`src/rtl/robot_plant_pkg.sv`:
```
// Shared constants for the robotben plant responder: actuator command bit
// positions and the start-request state encoding.
package robot_plant_pkg;

    localparam int CMD_W         = 43;
    localparam int CMD_MOVE      = 33;
    localparam int CMD_GRIP      = 11;
    localparam int CMD_CLAMP     = 27;
    localparam int CMD_START_ACK = 12;
    localparam int CMD_HOME_A    = 1;
    localparam int CMD_HOME_B    = 4;
    localparam int CMD_UNLOAD    = 21;
    localparam int CMD_RELEASE   = 15;
    localparam int CMD_PRESS     = 31;

    typedef enum logic [1:0] {
        S_GAP = 2'd0,
        S_REQ = 2'd1,
        S_RUN = 2'd2
    } start_state_t;

    // Bits needed to hold the values 0..max_val (at least one bit).
    function automatic int cnt_width(input int unsigned max_val);
        return (max_val < 2) ? 1 : $clog2(max_val + 1);
    endfunction

endpackage

```
`src/rtl/robot_plant_resp_pulse_timer.sv`:
```
// One-shot delayed pulse: a trigger seen while idle produces a HOLD-cycle
// high pulse starting LAT+1 cycles later; triggers while busy are dropped.
module plant_pulse_timer
    import robot_plant_pkg::*;
#(
    parameter int LAT  = 2,
    parameter int HOLD = 4
) (
    input  logic clk,
    input  logic rst,
    input  logic trig,
    output logic out
);

    localparam int          SPAN   = LAT + HOLD + 1;
    localparam int          TW     = cnt_width(SPAN);
    localparam logic [TW-1:0] SPAN_V = TW'(SPAN);
    localparam logic [TW-1:0] HOLD_V = TW'(HOLD);

    generate
        if (LAT < 1 || HOLD < 1) begin : g_bad_param
            $error("plant_pulse_timer: LAT and HOLD must be nonzero");
        end
    endgenerate

    logic [TW-1:0] r_cnt;
    logic [TW-1:0] w_cnt_next;
    logic          r_out;

    // The count runs SPAN..1; the last HOLD counts form the output window.
    always_comb begin
        w_cnt_next = r_cnt;
        if (r_cnt == '0) begin
            if (trig) begin
                w_cnt_next = SPAN_V;
            end
        end else begin
            w_cnt_next = r_cnt - TW'(1);
        end
    end

    always_ff @(posedge clk) begin
        if (rst) begin
            r_cnt <= '0;
            r_out <= 1'b0;
        end else begin
            r_cnt <= w_cnt_next;
            r_out <= (w_cnt_next != '0) && (w_cnt_next <= HOLD_V);
        end
    end

    assign out = r_out;

endmodule

```
`src/rtl/robot_plant_resp.sv`:
```
// Closed-loop plant model for the robotben controller: turns actuator
// commands into timed sensor responses, counts work cycles, flags conflicts.
module robot_plant_resp
    import robot_plant_pkg::*;
#(
    parameter int MOVE_LAT    = 3,
    parameter int GRIP_LAT    = 2,
    parameter int GRIP_HOLD   = 4,
    parameter int CLAMP_LAT   = 2,
    parameter int CLAMP_HOLD  = 3,
    parameter int START_GAP   = 8,
    parameter int PART_PERIOD = 4,
    parameter int CNT_W       = 8
) (
    input  logic             clk,
    input  logic             rst,
    input  logic [CMD_W-1:0] cmd,
    output logic             x1,
    output logic             x2,
    output logic             x3,
    output logic             x4,
    output logic             x5,
    output logic             busy,
    output logic             err,
    output logic [CNT_W-1:0] cycle_cnt
);

    localparam int MW = cnt_width(MOVE_LAT);
    localparam int GW = cnt_width(START_GAP);
    localparam int PW = (PART_PERIOD > 1) ? $clog2(PART_PERIOD) : 1;

    localparam logic [MW-1:0] MOVE_V    = MW'(MOVE_LAT);
    localparam logic [GW-1:0] GAP_V     = GW'(START_GAP);
    localparam logic [PW-1:0] PART_LAST = PW'(PART_PERIOD - 1);

    generate
        if (MOVE_LAT < 1 || GRIP_LAT < 1 || GRIP_HOLD < 1 || CLAMP_LAT < 1 ||
            CLAMP_HOLD < 1 || START_GAP < 1 || PART_PERIOD < 1 || CNT_W < 1) begin : g_bad_param
            $error("robot_plant_resp: all parameters must be nonzero");
        end
    endgenerate

    // Motion channel: retriggerable countdown, x1 latches high at expiry.
    logic [MW-1:0] r_move_tmr;
    logic [MW-1:0] w_move_tmr_next;
    logic          r_x1;
    logic          w_x1_next;

    always_comb begin
        w_move_tmr_next = r_move_tmr;
        w_x1_next       = r_x1;
        if (cmd[CMD_MOVE]) begin
            w_move_tmr_next = MOVE_V;
            w_x1_next       = 1'b0;
        end else if (r_move_tmr != '0) begin
            w_move_tmr_next = r_move_tmr - MW'(1);
            if (r_move_tmr == MW'(1)) begin
                w_x1_next = 1'b1;
            end
        end
    end

    always_ff @(posedge clk) begin
        if (rst) begin
            r_move_tmr <= '0;
            r_x1       <= 1'b0;
        end else begin
            r_move_tmr <= w_move_tmr_next;
            r_x1       <= w_x1_next;
        end
    end

    // Gripper and clamp share the same delayed-pulse behaviour.
    logic w_x3;
    logic w_x2;

    plant_pulse_timer #(
        .LAT  (GRIP_LAT),
        .HOLD (GRIP_HOLD)
    ) u_grip (
        .clk  (clk),
        .rst  (rst),
        .trig (cmd[CMD_GRIP]),
        .out  (w_x3)
    );

    plant_pulse_timer #(
        .LAT  (CLAMP_LAT),
        .HOLD (CLAMP_HOLD)
    ) u_clamp (
        .clk  (clk),
        .rst  (rst),
        .trig (cmd[CMD_CLAMP]),
        .out  (w_x2)
    );

    // Start FSM with work-cycle bookkeeping.
    start_state_t     r_state;
    start_state_t     w_state_next;
    logic [GW-1:0]    r_gap;
    logic [GW-1:0]    w_gap_next;
    logic             r_x4;
    logic             w_x4_next;
    logic             r_busy;
    logic             w_busy_next;
    logic [CNT_W-1:0] r_cycle_cnt;
    logic [CNT_W-1:0] w_cycle_cnt_next;
    logic [PW-1:0]    r_part;
    logic [PW-1:0]    w_part_next;
    logic             r_x5;
    logic             w_x5_next;
    logic             w_cycle_end;

    assign w_cycle_end = (cmd[CMD_HOME_A] & cmd[CMD_HOME_B]) | cmd[CMD_UNLOAD];

    always_comb begin
        w_state_next     = r_state;
        w_gap_next       = r_gap;
        w_x4_next        = r_x4;
        w_busy_next      = r_busy;
        w_cycle_cnt_next = r_cycle_cnt;
        w_part_next      = r_part;
        w_x5_next        = r_x5;
        case (r_state)
            S_GAP: begin
                if (r_gap == '0) begin
                    w_state_next = S_REQ;
                    w_x4_next    = 1'b1;
                end else begin
                    w_gap_next = r_gap - GW'(1);
                end
            end
            S_REQ: begin
                if (cmd[CMD_START_ACK]) begin
                    w_state_next = S_RUN;
                    w_x4_next    = 1'b0;
                    w_busy_next  = 1'b1;
                end
            end
            S_RUN: begin
                if (w_cycle_end) begin
                    w_state_next = S_GAP;
                    w_busy_next  = 1'b0;
                    w_gap_next   = GAP_V;
                    if (r_cycle_cnt != '1) begin
                        w_cycle_cnt_next = r_cycle_cnt + CNT_W'(1);
                    end
                    // Absence is decided by the part index of the cycle just finished.
                    w_x5_next   = (r_part != PART_LAST);
                    w_part_next = (r_part == PART_LAST) ? '0 : r_part + PW'(1);
                end
            end
            default: begin
                w_state_next = S_GAP;
                w_gap_next   = GAP_V;
                w_x4_next    = 1'b0;
                w_busy_next  = 1'b0;
            end
        endcase
    end

    always_ff @(posedge clk) begin
        if (rst) begin
            r_state     <= S_GAP;
            r_gap       <= GAP_V;
            r_x4        <= 1'b0;
            r_busy      <= 1'b0;
            r_cycle_cnt <= '0;
            r_part      <= '0;
            r_x5        <= 1'b1;
        end else begin
            r_state     <= w_state_next;
            r_gap       <= w_gap_next;
            r_x4        <= w_x4_next;
            r_busy      <= w_busy_next;
            r_cycle_cnt <= w_cycle_cnt_next;
            r_part      <= w_part_next;
            r_x5        <= w_x5_next;
        end
    end

    // Sticky conflict flag: grip+clamp or release+press in one cycle.
    logic r_err;
    logic w_illegal;

    assign w_illegal = (cmd[CMD_GRIP] & cmd[CMD_CLAMP]) | (cmd[CMD_RELEASE] & cmd[CMD_PRESS]);

    always_ff @(posedge clk) begin
        if (rst) begin
            r_err <= 1'b0;
        end else begin
            r_err <= r_err | w_illegal;
        end
    end

    logic w_unused_cmd;
    assign w_unused_cmd = ^cmd;

    assign x1        = r_x1;
    assign x2        = w_x2;
    assign x3        = w_x3;
    assign x4        = r_x4;
    assign x5        = r_x5;
    assign busy      = r_busy;
    assign err       = r_err;
    assign cycle_cnt = r_cycle_cnt;

endmodule

```
`config.mk`:
```
export PLATFORM = sky130hd
export DESIGN_NAME = robot_plant_resp
export DESIGN_NICKNAME = d
export VERILOG_FILES = /design/src/rtl/robot_plant_pkg.sv /design/src/rtl/robot_plant_resp_pulse_timer.sv /design/src/rtl/robot_plant_resp.sv
export SDC_FILE = /design/constraint.sdc
export NUM_CORES = 1
export LEC_CHECK = 0
export CAP_MARGIN = 30
export CORE_ASPECT_RATIO = 1.2
export CORE_UTILIZATION = 32
export DETAILED_ROUTE_END_ITERATION = 8
export GPL_ROUTABILITY_DRIVEN = 0
export GPL_TIMING_DRIVEN = 0
export PLACE_DENSITY_LB_ADDON = 0.12
export SLEW_MARGIN = 0
export SYNTH_ARGS = -nofsm -noshare
export SYNTH_HDL_FRONTEND = slang
export SYNTH_SLANG_ARGS = --single-unit
```
`constraint.sdc`:
```
create_clock -name clk -period 3.5 [get_ports clk]
set_input_delay 0.35 -clock clk [delete_from_list [all_inputs] [get_ports clk]]
set_output_delay 0.35 -clock clk [all_outputs]
set_load 0.03 [all_outputs]
```
==> results.md <==
Clocking:
- The clock sink count is 31.
- Counting along the longest clock path gives a buffer depth of 2.
- The total number of H-tree levels is 2.
- Clock tree synthesis selected as its root buffer the cell sky130_fd_sc_hd__clkbuf_8.
- After clock tree synthesis, the clock-pin slew on the worst setup and hold paths is 0.06 ns.
- The later pin in the worst-skew pair is clocked with a latency of 0.27 ns.
- TritonCTS built the clock tree.
- The number of gates given a new drive strength after cts is 0.
- In this run, CTS created clock tree buffers numbering 5.
- After clock tree synthesis, the setup repair step added 0 buffers.
- The number of buffers inserted for hold repair after clock tree synthesis is 0.

Cells and area:
- The non-filler instance count after layout is 259.
- 0 antenna diodes ended up in the layout.
- The number of nets in the layout is 257.
- In the layout the commonest cells are sky130_fd_sc_hd__dfxtp_1, sky130_fd_sc_hd__clkdlybuf4s50_1, sky130_fd_sc_hd__nor2_1, sky130_fd_sc_hd__a21oi_1.
- Relative to the synthesized area, the layout overhead comes to 25.6%.
- The fraction of final layout cells sized beyond drive strength 1 is 8.46%.
- The most frequent standard cell in the layout excluding fill and tap cells is sky130_fd_sc_hd__dfxtp_1.

Setup path:
- The critical path launch point type is a flop.
- The combined buffer and inverter count along the critical path is 1.
- Traced cell by cell, the critical path runs through clkdlybuf4s50_1.
- For this run, the slowest stage of the critical path takes 0.74 ns.
- The critical path in this run is classified as flop to primary output.
- The reg-to-reg setup timing slack is 1.94 ns.
- STA classifies the critical path endpoint as a primary output.
- For the worst setup path, the data required time is 3.15 ns.
- The kind of cell with the highest combined delay along the critical path is buffers and inverters.
- The maximum net fanout on the critical path is 8.
- Data on the critical path arrives at its endpoint at 1.52 ns.
- The cell with the biggest individual delay on the critical path is sky130_fd_sc_hd__clkdlybuf4s50_1.

Synth:
- The number of flip-flops and latches in the synthesized netlist is 31.
- The post-synthesis instance total is 170.
- Summing the sequential cell areas from Yosys gives 40.3% of the chip area.
- The fraction of registers with async set/reset is 0%.
- A synthesized cell averages 9.07 sq um.
- In the post-synthesis netlist, the biggest area contributors are sky130_fd_sc_hd__dfxtp_1, sky130_fd_sc_hd__ha_1, sky130_fd_sc_hd__a21oi_1, sky130_fd_sc_hd__nor2_1, sky130_fd_sc_hd__mux2i_1.
- The primary flip-flop cell chosen by synthesis mapping is sky130_fd_sc_hd__dfxtp_1.
- The count of unique library cells instantiated by Yosys is 39.
- The portion of synthesized cell area occupied by the leading cell type is 40.3%.
- The cell area after technology mapping is 0.00154 sq mm.
- Yosys printed 0 warnings.
- The net count after synthesis is 225.
- The leading area contributor after synthesis is sky130_fd_sc_hd__dfxtp_1.
- The synthesized design contains 0 enable-type register cells.

Die:
- 60 I/O pins were placed.
- The die covers 0.00510 sq mm.
- The width of the chip is 65.4 um.
- The row count is 27.
- The y dimension of the die is 78.0 um.
- The total area inside the core boundary comes to 0.00459 sq mm.
- The initial utilization of the core area, before any placement, comes to 33.6%.

Place:
- Detailed placement finished with a half-perimeter wire length of 2290 um.
- The placed cell count is 253.
- The count of input and output buffers is 25.
- The post-placement worst setup slack is 1.71 ns.

Timing:
- The remaining max-slew budget at the tightest pin is 65.2%.
- At the pin with the least slew margin, the transition time is 0.523 ns.
- The final hold violation count is 0.
- The number of max-slew violations in the final report was 0.
- The post-route minimum period is 1.87 ns.
- Of the available clock period, the critical path in the final layout requires 53.5%.
- For the final routed database, the setup TNS stands at 0 ns.
- Setup violations remaining at the end of the flow were counted as 0.
- Static timing analysis puts the maximum clock frequency at 534 MHz.
- The worst clock skew on the final layout is 0.000867 ns.
- Setup repair after global routing left no endpoint under its margin.
- Across all setup checks in the final design, the least slack found is 1.63 ns.

Detailed routing:
- After detailed routing, the average wire length per cell comes to 11.9 um.
- In the routed design, unresolved DRC markers number 0.
- The total length of routed wires is 3070 um.
- The pre-antenna-repair detailed-routing pass consisted of 4 iterations.
- The detailed router finished its first iteration with 94 violations.
- The count of antenna-violating nets left after detailed routing is 0.
- The routed via count divided by cell count is 4.96.
- For this block, the via count after detailed routing is 1,284.

GRT:
- In the global route stage, overall resource usage came out at 13.2%.
- The total overflow reported by the global router is 0.
- The via count of the first global-routing pass came to 1,196.
- The initial antenna violation count was 0.
- The pin count of the biggest net entering global routing is 11.
- The first global-routing pass estimated 5100 um of wire.

Power:
- The power density over the cells is 624 mW/mm^2.
- VDD sags by at most 0.000196 V.
- The leakage power total is 0.720 nW.

Min path:
- The path type of the worst min-delay path is flop to flop.

Outcome:
- The run finished with clean final reports.

Job:
- Max-cap violations in this run came to 0.
power by group:
group	switching, mW	internal (mW)	total [mW]
Combinational	0.247	0.222	0.469
Sequential	0.0536	0.433	0.487
Clock	0.121	0.132	0.253
Total	0.421	0.788	1.21
cells in the mapped netlist, drive strengths merged, types with 3 or more instances:
| cell type | number |
|---|---|
| ha | 10 |
| inv | 10 |
| nand3 | 4 |
| o21ai | 10 |
| a21oi | 16 |
| nor2 | 18 |
| mux2i | 6 |
| a211oi | 5 |
| nor3 | 9 |
| dfxtp | 31 |
| nand2 | 9 |
| nand2b | 5 |
| nor2b | 4 |
| nor4 | 3 |
registers in the layout, summed over array words and instances (netlist names), 2 cells and up:
register	flops
cycle_cnt	8
r_gap	4
r_move_tmr	2
r_part	2
r_state	2
u_clamp.r_cnt	3
u_grip.r_cnt	3
worst paths after layout:
path,end,depth (start not counted),start
worst min register to register,x5$_SDFFE_PP1P_,1,x5$_SDFFE_PP1P_
worst max register to register,u_grip.out$_SDFF_PP0_,6,u_grip.r_cnt[0]$_SDFF_PP0_
worst max-delay path,cycle_cnt[7],1,cycle_cnt[7]$_SDFFE_PP0P_
worst min-delay path,x5$_SDFFE_PP1P_,1,x5$_SDFFE_PP1P_
layer usage:
| metal | global-route usage, % | vias up | share of wire, % |
|---|---|---|---|
| met5 | 0 | - | 0 |
| met4 | 6.74 | 0 | 1.5 |
| met3 | 5.23 | 5 | 4.2 |
| met2 | 20.8 | 21 | 48 |
| met1 | 15.3 | 592 | 47 |
| li1 | - | 666 | - |
cells by family (layout without fill, tap and decap cells):
kind of cell             after synthesis  count (layout)  synth area share (%)
AND/OR/NAND/NOR                       68              68                  24.8
AO/OA/AOI/OAI                         37              37                  16.2
flip-flops                            31              31                  40.3
adder cells (fa/ha/maj)               10              10                  8.12
multiplexers                           7               7                  4.63
XOR/XNOR                               3               3                  1.70
buffers and inverters                 14              45                  4.38
cell type report:
type | count | area [sq um]
Tap cell | 58 | 72.6
Fill cell | 483 | 2660
Multi-Input combinational cell | 125 | 853
Buffer | 4 | 30.0
Timing Repair Buffer | 25 | 250
Sequential cell | 31 | 621
Clock buffer | 6 | 72.6
Inverter | 10 | 37.5
stage by stage:
stage	hold slack (ns)	util [%]	power (mW)	instance area [sq um]
final	0.462	42.2	1.21	1940
after global placement	0.448	40.6	0.935	1860
after CTS	0.463	42.2	1.23	1940
after global routing	0.489	42.2	1.30	1940
after floorplan	0.422	-	0.841	1540
after detailed placement	0.454	40.6	0.965	1860
Power figures use the tool's default switching activity.
